### src/rtl/seg_scan_ctrl_if.sv
// Load bus for seg_scan_ctrl. The producer (counter or datapath) offers a
// 16-bit hex value with a load strobe. The scan controller returns a
// one-cycle ack when that value reaches the displayed shadow register.
interface seg_scan_ctrl_if;
   logic [15:0] value;
   logic        load;
   logic        ack;

   modport master (
      output value,
      output load,
      input  ack
   );

   modport slave (
      input  value,
      input  load,
      output ack
   );
endinterface

### src/rtl/seg_scan_ctrl.sv
// Scan controller for a 4-digit common-anode seven-segment display.
// Each digit slot shows one shadow nibble for DIV-BLANK cycles.
// All anodes are then held off for BLANK cycles so that ghosting is hidden
// while the shared segment bus changes.
// New values are buffered and copied into the shadow register only on the
// frame boundary, so one frame never mixes old and new digits.
module seg_scan_ctrl #(
   parameter int DIV   = 50000,
   parameter int BLANK = 2000
) (
   input  logic            clk,
   input  logic            rst,
   seg_scan_ctrl_if.slave  bus,
   input  logic            lz_en,
   output logic [6:0]      seg,
   output logic [3:0]      an,
   output logic            frame
);

   localparam int CNT_W = (DIV > 1) ? $clog2(DIV) : 1;
   localparam logic [CNT_W-1:0] SHOW_LAST  = CNT_W'(DIV - BLANK - 1);
   localparam logic [CNT_W-1:0] BLANK_LAST = CNT_W'(BLANK - 1);

   if (BLANK < 1 || DIV <= BLANK) begin : g_bad_params
      $error("seg_scan_ctrl: need BLANK >= 1 and DIV > BLANK");
   end

   typedef enum logic {
      ST_SHOW,
      ST_BLANK
   } state_t;

   state_t           state_q, state_d;
   logic [1:0]       idx_q, idx_d;
   logic [CNT_W-1:0] cnt_q, cnt_d;
   logic [15:0]      shadow_q, shadow_d;
   logic [15:0]      capture_q, capture_d;
   logic             pending_q, pending_d;
   logic             ack_q, ack_d;
   logic             boundary;

   // Hex digit to active-low segments, bit order gfedcba.
   function automatic logic [6:0] hex_to_seg(input logic [3:0] h);
      logic [6:0] s;
      case (h)
         4'h0:    s = 7'h40;
         4'h1:    s = 7'h79;
         4'h2:    s = 7'h24;
         4'h3:    s = 7'h30;
         4'h4:    s = 7'h19;
         4'h5:    s = 7'h12;
         4'h6:    s = 7'h02;
         4'h7:    s = 7'h78;
         4'h8:    s = 7'h00;
         4'h9:    s = 7'h10;
         4'hA:    s = 7'h08;
         4'hB:    s = 7'h03;
         4'hC:    s = 7'h46;
         4'hD:    s = 7'h21;
         4'hE:    s = 7'h06;
         default: s = 7'h0E;
      endcase
      return s;
   endfunction

   // A digit counts as a leading zero when it and every digit to its left are zero.
   // Digit 0 is never treated as a leading zero, so a value of 0 still shows "0".
   function automatic logic is_leading_zero(input logic [15:0] v, input logic [1:0] i);
      logic z;
      case (i)
         2'd1:    z = (v[15:4]  == 12'h000);
         2'd2:    z = (v[15:8]  == 8'h00);
         2'd3:    z = (v[15:12] == 4'h0);
         default: z = 1'b0;
      endcase
      return z;
   endfunction

   // State register for the slot sequencer and the load buffer.
   always_ff @(posedge clk or negedge rst) begin
      if (!rst) begin
         state_q   <= ST_BLANK;
         idx_q     <= 2'd3;
         cnt_q     <= '0;
         shadow_q  <= '0;
         capture_q <= '0;
         pending_q <= 1'b0;
         ack_q     <= 1'b0;
      end else begin
         state_q   <= state_d;
         idx_q     <= idx_d;
         cnt_q     <= cnt_d;
         shadow_q  <= shadow_d;
         capture_q <= capture_d;
         pending_q <= pending_d;
         ack_q     <= ack_d;
      end
   end

   // Next-state logic: slot timing, digit rotation, and the frame-boundary shadow update.
   always_comb begin
      state_d   = state_q;
      idx_d     = idx_q;
      cnt_d     = cnt_q + 1'b1;
      shadow_d  = shadow_q;
      capture_d = capture_q;
      pending_d = pending_q;
      ack_d     = 1'b0;
      boundary  = 1'b0;

      case (state_q)
         ST_SHOW: begin
            if (cnt_q == SHOW_LAST) begin
               state_d = ST_BLANK;
               cnt_d   = '0;
            end
         end
         default: begin
            if (cnt_q == BLANK_LAST) begin
               state_d  = ST_SHOW;
               idx_d    = idx_q + 2'd1;
               cnt_d    = '0;
               boundary = (idx_q == 2'd3);
            end
         end
      endcase

      // A load that lands on the boundary edge has priority over the buffered one.
      if (boundary) begin
         if (bus.load) begin
            shadow_d = bus.value;
         end else if (pending_q) begin
            shadow_d = capture_q;
         end
         ack_d     = bus.load | pending_q;
         pending_d = 1'b0;
      end else if (bus.load) begin
         capture_d = bus.value;
         pending_d = 1'b1;
      end
   end

   // Output decode: anodes and segments follow registered state only.
   // lz_en is the one live input and gates leading-zero segments.
   always_comb begin
      logic [3:0] nib;
      nib = shadow_q[{idx_q, 2'b00} +: 4];
      an  = 4'b1111;
      seg = 7'b1111111;
      if (state_q == ST_SHOW) begin
         an = ~(4'b0001 << idx_q);
         if (!(lz_en && is_leading_zero(shadow_q, idx_q))) begin
            seg = hex_to_seg(nib);
         end
      end
   end

   assign frame   = (state_q == ST_SHOW) && (idx_q == 2'd0) && (cnt_q == '0);
   assign bus.ack = ack_q;

endmodule

### src/flat_wrapper.sv
// flat-port wrapper written by rule: the top's interface ports become plain ports
module seg_scan_ctrl_flat 
#(
   parameter int DIV   = 50000,
   parameter int BLANK = 2000
)
  (clk, rst, lz_en, seg, an, frame, bus_value, bus_load, bus_ack);
  seg_scan_ctrl_if bus_i ();
  input  logic clk;
  input  logic rst;
  input  logic lz_en;
  output logic [6:0] seg;
  output logic [3:0] an;
  output logic frame;
  input wire logic [$bits(bus_i.value)-1:0] bus_value;
  input wire logic [$bits(bus_i.load)-1:0] bus_load;
  output wire logic [$bits(bus_i.ack)-1:0] bus_ack;
  assign bus_i.value = bus_value;
  assign bus_i.load = bus_load;
  assign bus_ack = bus_i.ack;
  seg_scan_ctrl #(.DIV(DIV), .BLANK(BLANK)) u_core (.clk(clk), .rst(rst), .bus(bus_i), .lz_en(lz_en), .seg(seg), .an(an), .frame(frame));
endmodule
### config.mk
export PLATFORM = sky130hd
export DESIGN_NAME = seg_scan_ctrl_flat
export DESIGN_NICKNAME = d
export VERILOG_FILES = /design/src/rtl/seg_scan_ctrl_if.sv /design/src/rtl/seg_scan_ctrl.sv /design/src/flat_wrapper.sv
export SDC_FILE = /design/constraint.sdc
export NUM_CORES = 1
export LEC_CHECK = 0
export BUFFER_PORTS_ARGS = -buffer_cell sky130_fd_sc_hd__buf_2
export CORE_MARGIN = 2
export CORE_UTILIZATION = 50
export DETAILED_ROUTE_END_ITERATION = 16
export MAX_ROUTING_LAYER = met4
export PLACE_DENSITY_LB_ADDON = 0.25
export SLEW_MARGIN = 30
export SYNTH_ARGS = -nofsm -noshare
export SYNTH_HDL_FRONTEND = slang
export SYNTH_SLANG_ARGS = --single-unit
### constraint.sdc
create_clock -name clk -period 6.4 [get_ports clk]
set_input_delay 0.64 -clock clk [delete_from_list [all_inputs] [get_ports clk]]
set_output_delay 0.64 -clock clk [all_outputs]
set_load 0.02 [all_outputs]
# [After elaboration in Yosys (flattened, before gate mapping)]
# Memory sizes are Yosys's and may differ from the RTL's.
# Cells that the tools add are included.
# Widths: inputs -> output; s select.
[word_totals] romBits=112 memories=1 regBits=53 out_inout_bits=13 input_bits=20
[mem_list] memory="(name not given)" words=16 word_bits=7 read_ports=1 rd_ports_with_merged_regs=0 write_ports=0 line_no="seg_scan_ctrl.sv:45" text="case (h)"
[classes] n_addsub=2 n_bitwise=4 shifts=2 n_reduce_logical=13 mux=18 eq_ne=5
[ops] operator="$mux 16" count=5
[ops] operator="$add 16x1->16 const B" count=1
[ops] operator="$eq 16x11->1 const B" count=1
[ops] operator="$eq 16x16->1 const B" count=1
[ops] operator="$logic_not 16->1" count=1
[ops] operator="$shiftx 16x5->4" count=1
[ops] operator="$mux 7" count=2
[ops] operator="$logic_not 12->1" count=1
[ops] operator="$mux 1" count=9
[ops] operator="$logic_not 8->1" count=1
[ops] operator="$reduce_and 2->1" count=3
[ops] operator="$eq 2x2->1 const B" count=2
[ops] operator="$logic_not 4->1" count=1
[ops] operator="$mux 4" count=1
[ops] operator="$not 4->4" count=1
[ops] operator="$reduce_bool 2->1" count=2
[ops] operator="$shl 1x2->4 const A" count=1
[ops] operator="$logic_and 1x1->1" count=3
[ops] operator="$pmux 1 s3" count=1
[ops] operator="$add 2x1->2 const B" count=1
[ops] operator="$eq 2x1->1 const B" count=1
[ops] operator="$logic_not 2->1" count=1
[ops] operator="$not 1->1" count=2
[ops] operator="$or 1x1->1" count=1

# [Logic depth before layout (Yosys ltp)]
# Gate-level depths: netlist of the first run.
[logic_depth] ltp_word=6 mapped_depth=9 depth_no_buf=6

# [Worst setup path after synthesis of the first run]
# Ideal clock, no wire load.
[synth_timing] kind="register -> output" startpoint="register u_core.idx_q[0]" endpoint="output seg[0]" path_buffers=1 required_ps=5760 stages_incl_launch_ff=8 arrival_ps=2485 setup_slack_ps=3275 path_cell_list="dfstp_2 -> clkbuf_1 -> mux4_2 -> inv_1 -> ha_1 -> o22ai_1 -> o21a_1 -> o21ai_0"
[synth_between] elab_chain_len=6 word_cells_on_any_way=10 cone_classes="eq/ne: 3; shift: 1; mux: 4; reduce/logical: 1; memory: 1"
[synth_lines] item="start: declaration" line_no="seg_scan_ctrl.sv:34" text="logic [1:0] idx_q, idx_d;"
[synth_lines] item="start signal: assignment" line_no="seg_scan_ctrl.sv:91" text="idx_q <= idx_d;"
[synth_lines] item="branches (longest 4 deep; another with $mem_v2 16x7)"
[synth_lines] item="$mux 7 *" line_no="seg_scan_ctrl.sv:152" text="if (!(lz_en && is_leading_zero(shadow_q, idx_q))) begin"
[synth_lines] item="$mux 7 *" line_no="seg_scan_ctrl.sv:150" text="if (state_q == ST_SHOW) begin"
[synth_lines] item="end: declaration" line_no="flat_wrapper.sv:12" text="output logic [6:0] seg;"
# Every way passes the cells marked *. The select of a mux whose other input is x is not followed.

# [Worst setup path after layout of the first run]
[layout_timing] startpoint="register u_core.idx_q[0]" endpoint="output seg[1]"
# Same word-level chain as after synthesis.

==> flow_summary.ini, run 1 <==
[finish]
nets = 352
final_cell_mix = 50 x dfrtp_1, 32 x buf_2, 24 x nand3_1
diodes = 0
area_delta_synth_final_pct = 8.62
drive_above_1_share_pct = 21.6
final_common_cell = dfrtp_1

[timing]
min_period_ns = 3.35
hold_viol = 0
finalCritPeriodShare_pct = 52.3
whs_ns = 0.442
finalMaxSlewViolations = 0
fmax_mhz = 299
setup_viol = 0
worst_pin_slew_ns = 0.866
fin_tns_setup_ns = 0
skew_ns = 0.0118
slew_headroom_pct = 42.3
setup_ws_ns = 3.05
rsz0062_at_grt = false

[global_routing]
grt-ovfl-total = 0
grt_pass1_vias = 2098
grt_max_degree = 54
antenna_found_initial = 0
grt_pass1_wl_um = 10100
grt.total_usage_pct = 20.1

[logic_synthesis]
yosys_register_bits = 53
synth-edff-count = 0
syn_avg_cell_area_um2 = 10.4
netlist_instances = 294
ys.flop_type = dfrtp_1
ys_warn_count = 0
synth_fp_nets = 327
async_flop_share_pct = 100
syn_area_mm2 = 0.00305
ys_types = 43
ys_seq_area_share_pct = 43.6

[routing]
wl_per_cell_um = 15.2
dr.pass1.iters = 4
dr.first_iter.drc_count = 81
routed_wl_um = 6020
vias_per_cell = 5.49
vias = 2169
drtAntennaViolNets = 0
route.detailed.drc = 0

[clock_tree]
root_buffer = clkbuf_8
cts.sinks = 53
numCtsBuffers = 5
hold_buffers = 0
h-tree-depth = 2
cts-resized-gates = 0
postCtsSetupBuffers = 0
worstSkewPairLatency_ns = 0.31
clk_path_buf_depth = 2
path_clk_slew_ns = 0.10
cts_tree = done

[floorplan]
dieArea_mm2 = 0.00674
core_mm2 = 0.00592
io_pins = 33
start_util_pct = 51.5
core.rowCount = 28
fp.dieW_um = 82.1
fp.dieH_um = 82.1

[setup_path]
crit_path_end_kind = primary output
critPathKind = register to primary output
arrival_ns = 2.71
critPathMaxFanout = 10
cp-start-kind = register
cp.required_ns = 5.76

[run]
maxCapViolCount = 0

[outcome]
status = finished, final reports clean

[pwr]
p_leak_nw = 1.61
power_mw = 0.598
max-vdd-ir-drop_uv = 88.8
cellPowerDensity_mw_per_mm2 = 181

[place]
gp_congestion = 0.849
hpwl_um = 4400
pre_cts_slack_ns = 3.29
portBuffers = 32

[min_path]
hold_class = input port to async pin
## layout make-up
class	count	area, µm²
clock buffer	6	82.6
clock inverter	2	17.5
fill	540	2610
inverter	24	90.1
multi-input combinational	202	1530
sequential	53	1330
tap	75	93.8
timing repair buffer	33	168
## final timing paths
kind / startpoint / depth (start not counted) / slack (ns) / endpoint
worst max-delay path: u_core.idx_q[0] / 7 / 3.05 / seg[1]
worst min-delay path: rst / 2 / 0.44 / u_core.capture_q[9]
worst max register to register: u_core.cnt_q[5] / 5 / 3.30 / u_core.capture_q[0]
worst min register to register: u_core.capture_q[15] / 1 / 0.51 / u_core.capture_q[15]
max in group asynchronous: rst / 2 / 5.52 / u_core.cnt_q[8]
min in group clk: u_core.capture_q[15] / 1 / 0.51 / u_core.capture_q[15]
## sequential cells by signal, summed over array words and instances, names as in the netlist
register,count
u_core.bus.ack,1
u_core.capture_q,16
u_core.cnt_q,16
u_core.idx_q,2
u_core.pending_q,1
u_core.shadow_q,16
u_core.state_q,1
## cells by family (layout without fill, tap and decap cells)
group | Yosys count | after routing | share of synthesized area [%]
AOI/OAI and AO/OA | 52 | 52 | 11.8
xor gates and xnor gates | 16 | 16 | 4.60
adders and majority gates | 13 | 13 | 5.33
buffers and inverters | 39 | 65 | 6.20
DFF | 53 | 53 | 43.6
muxes | 29 | 29 | 12.4
and+or+nand+nor | 92 | 92 | 16.0
## synth_stat cells (10+ instances only)
| cell | instances | area, µm² |
|---|---|---|
| nand2_1 | 12 | 45.0 |
| clkbuf_1 | 10 | 37.5 |
| nor2_1 | 23 | 86.3 |
| inv_1 | 23 | 86.3 |
| o21ai_0 | 17 | 85.1 |
| nand3_1 | 24 | 120 |
| mux2_4 | 10 | 150 |
| ha_1 | 13 | 163 |
| mux2_2 | 11 | 124 |
| xor2_1 | 10 | 87.6 |
| a2bb2oi_1 | 16 | 140 |
| dfrtp_1 | 50 | 1250 |
## per-layer routing
layer | track usage [%] | wire length, µm
met5 | - | 0
met4 | 4.83 | 69
met1 | 26.6 | 2830
met2 | 32.8 | 2980
met3 | 3.37 | 139
## stage by stage
stage,cell area (µm²),std cells,util (%)
2_1_floorplan,3050,294,-
3_3_place_gp,3210,387,54.2
3_5_place_dp,3210,387,54.2
4_1_cts,3310,395,55.9
5_1_grt,3310,395,55.9
6_report,3310,395,55.9
## power by group
group,leakage [nW],total (mW),switching [mW],internal (mW)
registers,0.674,0.350,0.00553,0.345
logic,0.881,0.0481,0.0249,0.0232
clock network,0.0518,0.200,0.110,0.0899
## critical path, stage by stage (launching register included)
cell and delay [ns]:
dfstp_2 0.68, clkinv_1 0.28, ha_1 0.31, a21oi_1 0.12, o21bai_1 0.08, a31oi_1 0.47
o221ai_1 0.25, buf_2 0.21
Note: power is estimated with default switching activity, not from simulation.
==> inputs of run 2 (changes only) <==
clock period = 3.25 ns   (was 6.4 ns; I/O delays follow)
==> flow_summary.ini, run 2 (same netlist as run 1, synthesis figures left out) <==
[place]
gp_congestion = 0.907
portBuffers = 32
place_area_mm2 = 0.00323
placed_cells_incl_taps = 389
hpwl_um = 4460
pre_cts_slack_ns = 0.557

[global_routing]
grt.total_usage_pct = 20.2
grt-ovfl-total = 0
grt_pass1_wl_um = 10100
antenna_found_initial = 0
grt_max_degree = 34
grt_pass1_vias = 2106

[clock_tree]
worstSkewPairLatency_ns = 0.31
root_buffer = clkbuf_8
path_clk_slew_ns = 0.11
numCtsBuffers = 5
cts-resized-gates = 0
cts_tree = done
h-tree-depth = 2
clk_path_buf_depth = 2
cts.sinks = 53
hold_buffers = 0
postCtsSetupBuffers = 0

[setup_path]
cpMaxStageDelayCell = dfstp_2
cp.required_ns = 2.92
timing.rr.end = u_core.shadow_q[15]
rr_worst_depth = 6
r2r_start = u_core.cnt_q[5]
cp-start-kind = register
critPathMaxFanout = 10
arrival_ns = 2.71
critPathKind = register to primary output
ff2ff_setup_slack_ns = 0.74
crit_path_end_kind = primary output
cp_slowest_stage_delay_ns = 0.67
critPathLaunch = u_core.idx_q[0]
path_cells = clkinv_1 -> ha_1 -> a21oi_1 -> o21bai_1 -> a31oi_1 -> o221ai_1 -> buf_2

[outcome]
status = finished, final reports clean

[timing]
hold_viol = 0
min_period_ns = 3.04
worst_pin_slew_ns = 0.778
setup_ws_ns = 0.213
setup_viol = 0
finalMaxSlewViolations = 0
slew_headroom_pct = 48.1
fin_tns_setup_ns = 0
fmax_mhz = 329
finalCritPeriodShare_pct = 93.5
rsz0062_at_grt = false
skew_ns = 0.0126

[floorplan]
core_mm2 = 0.00592
core.rowCount = 28
io_pins = 33
fp.dieH_um = 82.1
fp.dieW_um = 82.1
dieArea_mm2 = 0.00674
start_util_pct = 51.5

[finish]
multi_input_area_mm2 = 0.00153
nets = 354
area_delta_synth_final_pct = 8.78
diodes = 0
ff_latch_area_mm2 = 0.00133
final_common_cell = dfrtp_1
fin_cells = 397
final_cell_mix = 50 x dfrtp_1, 32 x buf_2, 24 x nand3_1
fin_area_mm2 = 0.00332
reg_top3 = u_core.capture_q x16, u_core.cnt_q x16, u_core.shadow_q x16
drive_above_1_share_pct = 22.0
n_fill_cell = 530

[routing]
routed_wl_um = 6140
dr.first_iter.drc_count = 90
route.detailed.drc = 0
vias_per_cell = 5.44
dr.pass1.iters = 4
vias = 2161
wl_per_cell_um = 15.5
drtAntennaViolNets = 0

[pwr]
cellPowerDensity_mw_per_mm2 = 350
max-vdd-ir-drop_uv = 174
power_mw = 1.16
p_leak_nw = 1.61

[min_path]
hold_class = input port to async pin

[run]
maxCapViolCount = 0
run 2: cell count changes in the layout (fill, tap and decap cells not counted):
cell	change
clkinv_4	-1
clkinv_2	+1
clkbuf_8	-1
clkinvlp_4	+1
buf_4	+2
run 2: report_power, final:
group | switching [mW] | internal (mW) | leakage (nW)
logic | 0.0484 | 0.0461 | 0.891
clock network | 0.225 | 0.153 | 0.0445
registers | 0.0101 | 0.679 | 0.674
total | 0.284 | 0.879 | 1.61
run 2: metrics by stage:
stage / hold WS, ns / utilization [%]
final: 0.0698 / 56.0
after global routing: 0.124 / 56.0
after global placement: 0.418 / 54.5
after detailed placement: 0.440 / 54.5
after CTS: 0.101 / 56.0
after floorplan: 0.0294 / -
run 2: per-layer routing:
layer | routed length [µm] | up-vias | track usage [%]
li1 | - | 1083 | -
met1 | 3150 | 1053 | 27.9
met2 | 2830 | 21 | 31.8
met3 | 107 | 4 | 3.26
met4 | 40 | 0 | 4.00
met5 | 0 | - | -
run 2: how the worst max path moves through the flow:
| stage | to |
|---|---|
| final | seg[2] |
| after global routing | seg[2] |
| after CTS | seg[2] |
| after detailed placement | seg[2] |
| after global placement | seg[2] |
| after floorplan | seg[0] |
run 2: layout make-up:
cell class              count  share of cell area (%)
flip-flops and latches     53                    40.1
clock inverters             3                   0.641
clock buffers               5                    2.07
multi-input cells         202                    46.1
well taps                  75                    2.83
inverters                  24                    2.72
repair buffers             35                    5.51
run 2: critical path, delay by kind of cell, from the launching register on:
family	cells	cell delay [ns]
adders and majority gates	1	0.31
AOI/OAI and AO/OA	4	0.94
buffers and inverters	2	0.48
DFF	1	0.67
